**src/rtl/pipe_pkg.sv**
```systemverilog
// Shared state encoding and default widths for the pipeline stage register.
// The block parameters of the same names take their defaults from here.
package pipe_pkg;

  localparam int DATA_W = 32;
  localparam int CTRL_W = 4;
  localparam int CNT_W  = 16;

  typedef enum logic [1:0] {
    ST_EMPTY = 2'd0,
    ST_ONE   = 2'd1,
    ST_FULL  = 2'd2
  } pipe_state_e;

endpackage

```
**src/rtl/pipe_slot.sv**
```systemverilog
// One load-enabled, clearable {data,ctrl} storage entry.
// A clear always takes priority over a load.
module pipe_slot #(
  parameter int W = 36
) (
  input  logic         clk,
  input  logic         rst_n,
  input  logic         i_clr,
  input  logic         i_load,
  input  logic [W-1:0] i_d,
  output logic [W-1:0] o_q
);

  logic [W-1:0] r_q;

  always_ff @(posedge clk or negedge rst_n) begin
    if (!rst_n) begin
      r_q <= '0;
    end else if (i_clr) begin
      r_q <= '0;
    end else if (i_load) begin
      r_q <= i_d;
    end
  end

  assign o_q = r_q;

endmodule

```
**src/rtl/pipe_stage_reg.sv**
```systemverilog
// Pipeline stage register with an optional skid entry so in_ready can be a flop.
// Handshake: a word moves on an edge where valid && ready; valid never waits on ready.
module pipe_stage_reg #(
  parameter int DATA_W = pipe_pkg::DATA_W,
  parameter int CTRL_W = pipe_pkg::CTRL_W,
  parameter int SKID   = 1,
  parameter int CNT_W  = pipe_pkg::CNT_W
) (
  input  logic              CLK,
  input  logic              reset_n,
  input  logic              in_valid,
  output logic              in_ready,
  input  logic [DATA_W-1:0] in_data,
  input  logic [CTRL_W-1:0] in_ctrl,
  output logic              out_valid,
  input  logic              out_ready,
  output logic [DATA_W-1:0] out_data,
  output logic [CTRL_W-1:0] out_ctrl,
  input  logic              flush,
  output logic [CNT_W-1:0]  stall_cnt
);

  import pipe_pkg::*;

  localparam int SLOT_W = DATA_W + CTRL_W;

  pipe_state_e       r_state;
  pipe_state_e       w_next;
  logic              w_accept;
  logic              w_release;
  logic              w_main_load;
  logic              w_skid_load;
  logic              w_skid_clr;
  logic [SLOT_W-1:0] w_in_word;
  logic [SLOT_W-1:0] w_main_d;
  logic [SLOT_W-1:0] w_main_q;
  logic [SLOT_W-1:0] w_skid_q;
  logic [CNT_W-1:0]  r_stall;

  assign w_in_word = {in_data, in_ctrl};
  assign out_valid = (r_state != ST_EMPTY);
  assign w_accept  = in_valid && in_ready;
  assign w_release = out_valid && out_ready;

  always_comb begin
    w_next      = r_state;
    w_main_load = 1'b0;
    w_skid_load = 1'b0;
    w_skid_clr  = 1'b0;
    w_main_d    = w_in_word;
    case (r_state)
      ST_EMPTY: begin
        if (w_accept) begin
          w_next      = ST_ONE;
          w_main_load = 1'b1;
        end
      end
      ST_ONE: begin
        if (w_accept && w_release) begin
          w_main_load = 1'b1;
        end else if (w_accept) begin
          w_next      = ST_FULL;
          w_skid_load = 1'b1;
        end else if (w_release) begin
          w_next = ST_EMPTY;
        end
      end
      ST_FULL: begin
        // The skid entry is always the older of any new arrival, so it moves up first.
        if (w_release) begin
          w_next      = ST_ONE;
          w_main_load = 1'b1;
          w_main_d    = w_skid_q;
          w_skid_clr  = 1'b1;
        end
      end
      default: w_next = ST_EMPTY;
    endcase
    if (flush) begin
      w_next = ST_EMPTY;
    end
  end

  always_ff @(posedge CLK or negedge reset_n) begin
    if (!reset_n) begin
      r_state <= ST_EMPTY;
    end else begin
      r_state <= w_next;
    end
  end

  pipe_slot #(.W(SLOT_W)) u_main (
    .clk    (CLK),
    .rst_n  (reset_n),
    .i_clr  (flush),
    .i_load (w_main_load),
    .i_d    (w_main_d),
    .o_q    (w_main_q)
  );

  generate
    if (SKID != 0) begin : g_skid
      logic r_ready;

      // Ready is computed from the next state so it never depends on out_ready this cycle.
      always_ff @(posedge CLK or negedge reset_n) begin
        if (!reset_n) begin
          r_ready <= 1'b0;
        end else begin
          r_ready <= (w_next != ST_FULL);
        end
      end

      assign in_ready = r_ready;

      pipe_slot #(.W(SLOT_W)) u_skid (
        .clk    (CLK),
        .rst_n  (reset_n),
        .i_clr  (flush || w_skid_clr),
        .i_load (w_skid_load),
        .i_d    (w_in_word),
        .o_q    (w_skid_q)
      );
    end else begin : g_noskid
      assign in_ready = !out_valid || out_ready;
      assign w_skid_q = '0;
    end
  endgenerate

  always_ff @(posedge CLK or negedge reset_n) begin
    if (!reset_n) begin
      r_stall <= '0;
    end else if (out_valid && !out_ready && (r_stall != {CNT_W{1'b1}})) begin
      r_stall <= r_stall + 1'b1;
    end
  end

  // Bubbles present as all-zero so no stale write enable leaks downstream.
  assign {out_data, out_ctrl} = out_valid ? w_main_q : '0;
  assign stall_cnt            = r_stall;

endmodule

```
**config.mk**
```make
export PLATFORM = sky130hd
export DESIGN_NAME = pipe_stage_reg
export DESIGN_NICKNAME = d
export VERILOG_FILES = /design/src/rtl/pipe_pkg.sv /design/src/rtl/pipe_slot.sv /design/src/rtl/pipe_stage_reg.sv
export SDC_FILE = /design/constraint.sdc
export NUM_CORES = 1
export LEC_CHECK = 0
export CORE_MARGIN = 5
export CORE_UTILIZATION = 40
export DETAILED_ROUTE_END_ITERATION = 10
export PLACE_DENSITY = 0.68
export SLEW_MARGIN = 20
export SYNTH_ARGS = -nofsm -noshare
export SYNTH_HDL_FRONTEND = slang
export SYNTH_SLANG_ARGS = --single-unit
```
**constraint.sdc**
```tcl
create_clock -name CLK -period 1.9 [get_ports CLK]
set_clock_uncertainty 0.1 [all_clocks]
set_input_delay 0.19 -clock CLK [delete_from_list [all_inputs] [get_ports CLK]]
set_output_delay 0.19 -clock CLK [all_outputs]
set_load 0.005 [all_outputs]
```
==> metrics.md <==
| Metric | Value |
|---|---|
| Outcome | finished, final reports clean |
| Total number of vias | between 3000 and 4000 |
| FMAX | 535 MHz |
| Gr ovfl total | 0 |
| Worst Setup Start Kind | flop |
| Rel. slew slack | 0.665 |
| Post-Route WL | 10800 um |
| Period utilisation layout | 0.984 |
| Initial Util | 0.409 |
| Worst-path clk slew | 0.10 ns |
| Clk_lat worst skew | approximately 0.37 ns |
| Die area | about 13000 sq um |
| Die W | 113 um |
| Seq/Total Area, Yosys | 0.541 |
| Die Ht | 113 um |
| Dominant cell type by area after synthesis | dfrtp_1 |
| Final Critical Period | 1.87 ns |
| Critical R2R Capture | g_skid.u_skid.o_q[18] |
| First-pass GRT wire length | between 15000 and 20000 um |
| Leakage | about 2.7 nW |
| Crit path DAT | 2.07 ns |
| H-tree depth | 3 |
| Core area | 10300 sq um |
| Setup crit start | r_state[1] |
| HP Class | primary input to async pin |
| Gr usage total | 0.167 |
| Avg WL per Cell | 15.3 um |
| PortBufs | 94 |
| DR vias/cell | 5.07 |
| Drt pass-1 iters | 5 |
| Largest net degree at the start of global routing | 59 |
| Worst setup path endpoint | g_skid.u_skid.o_q[18] |
| Syn avg cell area | 9.43 sq um |
| TritonCTS sink count | 91 |
| #FFs+latches synth | 91 |
| Library cells used by synthesis | 34 |
| Final ANT Viol Nets | 0 |
| Synthesized area | 4210 sq um |
| FF-to-FF Start | r_state[1] |
| DRT iter0 DRCs | between 150 and 200 |
| Initial antenna violation count | 0 |
| Residual DRC | 0 |
| Fillcell total | 943 |
| Critical Path RT | 2.10 ns |
| Antenna Cells | 0 |
| Hold Violations, Final | 0 |
| Layout area overhead | 40.2% |
| Pin slew with the least headroom to its limit | 0.502 ns |
| DP Area | about 5500 sq um |
| Vias in the first global route | 3593 |
| GPL Wtd Cong | 0.762 |
| Final Max Tran Viols | 0 |
| Footprint of the multi-input gates | 1820 sq um |
| Post-layout nets | 606 |
| CP Class | flop to flop |
| R2R setup slack | 0.03 ns |
| Share of cells above drive strength 1 | 0.153 |
| CTS Buf Count | 9 |
| I/O pin count | 95 |
| Warnings from Yosys | 0 |
| Maxcap violations | 0 |
| CTS root buffer | clkbuf_8 |
| Max Root-Sink Buffers | 2 |
| Setup violators final | 0 |
| Worst Reg-to-Reg Cells | 9 |
| Power Density | 764 nW/um^2 |
| Post-Synthesis Cells | 446 |
| RSZ-0062 raised after global routing | yes |
| Site Rows | 37 |
| Critical Path Sink Type | flop |
| Maximum vdd drop | 0.000290 V |
| Finished Layout Cells | 705 |
| # placed instances | 676 |
| Post-synth top area share | 0.541 |
| Synth top area cells | dfrtp_1 (54%), a21oi_1 (8.9%), nand2_1 (7.0%) |
| Crit path max fanout | 12 |
| Reg area | 2280 sq um |
| Synthesized Nets | 488 |
| Detail Placement HPWL | 7270 um |
| Post-route cell area | 5900 sq um |
| CTS tree | yes |
-- through the flow --
stage	utilization	setup WS [ns]	power, mW	hold slack, ns	setup TNS (ns)
global placement	0.534	-0.0493	3.11	0.0886	-1.27
finish	0.574	0.0299	4.50	0.227	0
detailed placement	0.534	-0.109	3.14	0.0930	-2.34
global route	0.574	-0.0382	4.75	0.290	-0.497
CTS	0.554	-0.0428	4.50	0.240	-0.222
floorplan	-	0.0266	2.60	-0.206	0
-- sequential cells by signal, summed over array words and instances, names as in the netlist --
signal,flops
u_main.o_q,36
in_ready,1
stall_cnt,16
r_state,2
g_skid.u_skid.o_q,36
-- placed cells by master (no fill, tap or decap), types with 2 or more instances in the layout --
| master | instances |
|---|---|
| and3_1 | 2 |
| a21oi_2 | 8 |
| nand2_1 | 78 |
| dlymetal6s2s_1 | 6 |
| a21oi_1 | 67 |
| clkbuf_8 | 11 |
| nand2b_1 | 3 |
| nor2b_1 | 36 |
| buf_4 | 30 |
| nor2_1 | 43 |
| a22oi_1 | 36 |
| inv_1 | 4 |
| nand3_1 | 5 |
| dlygate4sd2_1 | 31 |
| xnor2_1 | 7 |
| xor2_1 | 7 |
| clkdlybuf4s50_1 | 56 |
| nor2_2 | 3 |
| nand4_1 | 3 |
| nor2_4 | 3 |
| clkbuf_16 | 2 |
| buf_12 | 9 |
| dfrtp_1 | 90 |
-- metal layers --
| metal | up-vias | GRT usage | part of all wire |
|---|---|---|---|
| met3 | 14 | 0.0286 | 0.039 |
| met4 | 0 | 0.0713 | 0.020 |
| met2 | 83 | 0.278 | 0.49 |
| met1 | 1735 | 0.216 | 0.45 |
| met5 | - | 0 | 0 |
| li1 | 1744 | - | - |
-- how the worst min path moves through the flow --
stage / start / endpoint / slack [ns] / cells past startpoint
floorplan: reset_n / g_skid.u_skid.o_q[0] / -0.21 / 0
global placement: reset_n / u_main.o_q[6] / 0.09 / 1
detailed placement: reset_n / u_main.o_q[12] / 0.09 / 1
CTS: reset_n / u_main.o_q[10] / 0.24 / 2
global route: reset_n / u_main.o_q[15] / 0.29 / 2
finish: reset_n / g_skid.u_skid.o_q[9] / 0.23 / 2
-- cells in the mapped netlist --
library cell	n
dfrtp_1	91
nand2_1	79
a21oi_1	75
nor2_1	45
nor2b_1	38
a22oi_1	36
buf_2	16
clkbuf_1	10
xnor2_1	7
xor2_1	7
nand3_1	5
buf_6	4
inv_1	4
nor2_2	4
nand2b_1	3
nand4_1	3
and3_1	2
a211o_1	1
and3_2	1
and4_1	1
ha_1	1
mux2_2	1
nand3_2	1
nand3b_1	1
nand4_2	1
nand4b_1	1
nor3_1	1
nor3_4	1
nor4_1	1
nor4_4	1
o21a_1	1
o21ai_4	1
or2_2	1
or4b_4	1
-- critical path, cell delays in order (launching register included) --
cell	delay, ns
dfrtp_1	0.42
buf_4	0.15
buf_4	0.14
nand4b_1	0.19
buf_4	0.17
nor2_4	0.15
buf_4	0.14
clkbuf_16	0.15
nand2_1	0.06
a21oi_1	0.13
-- timing repair --
action	4_1_cts	5_1_grt
endpoints found under the setup margin	37	55
gates resized for setup	34	23
pin swaps	0	6
endpoints found under the hold margin	36	0
gates cloned	0	2
hold buffers	1	0
buffers inserted	2	8
-- logic make-up after synthesis --
| kind of cell | Yosys count | synth area share |
|---|---|---|
| compound gates | 114 | 0.161 |
| xor+xnor | 14 | 0.0291 |
| fa+ha+maj | 1 | 0.00297 |
| buf+inv | 34 | 0.0422 |
| flops | 91 | 0.541 |
| mux | 1 | 0.00268 |
| simple gates | 191 | 0.220 |
-- final cells by class --
type,instances,share of cell area
Clock buffer,11,0.0257
Clock inverter,5,0.0102
Inverter,4,0.00255
Multi-Input combinational cell,321,0.309
Sequential cell,91,0.386
Tap cell,136,0.0289
Timing Repair Buffer,137,0.237
-- power by group --
part           internal [mW]  switching [mW]
Combinational          0.506           0.396
Sequential              2.10           0.112
Clock                  0.685           0.710
No activity file was read; power rests on OpenSTA's default activity.
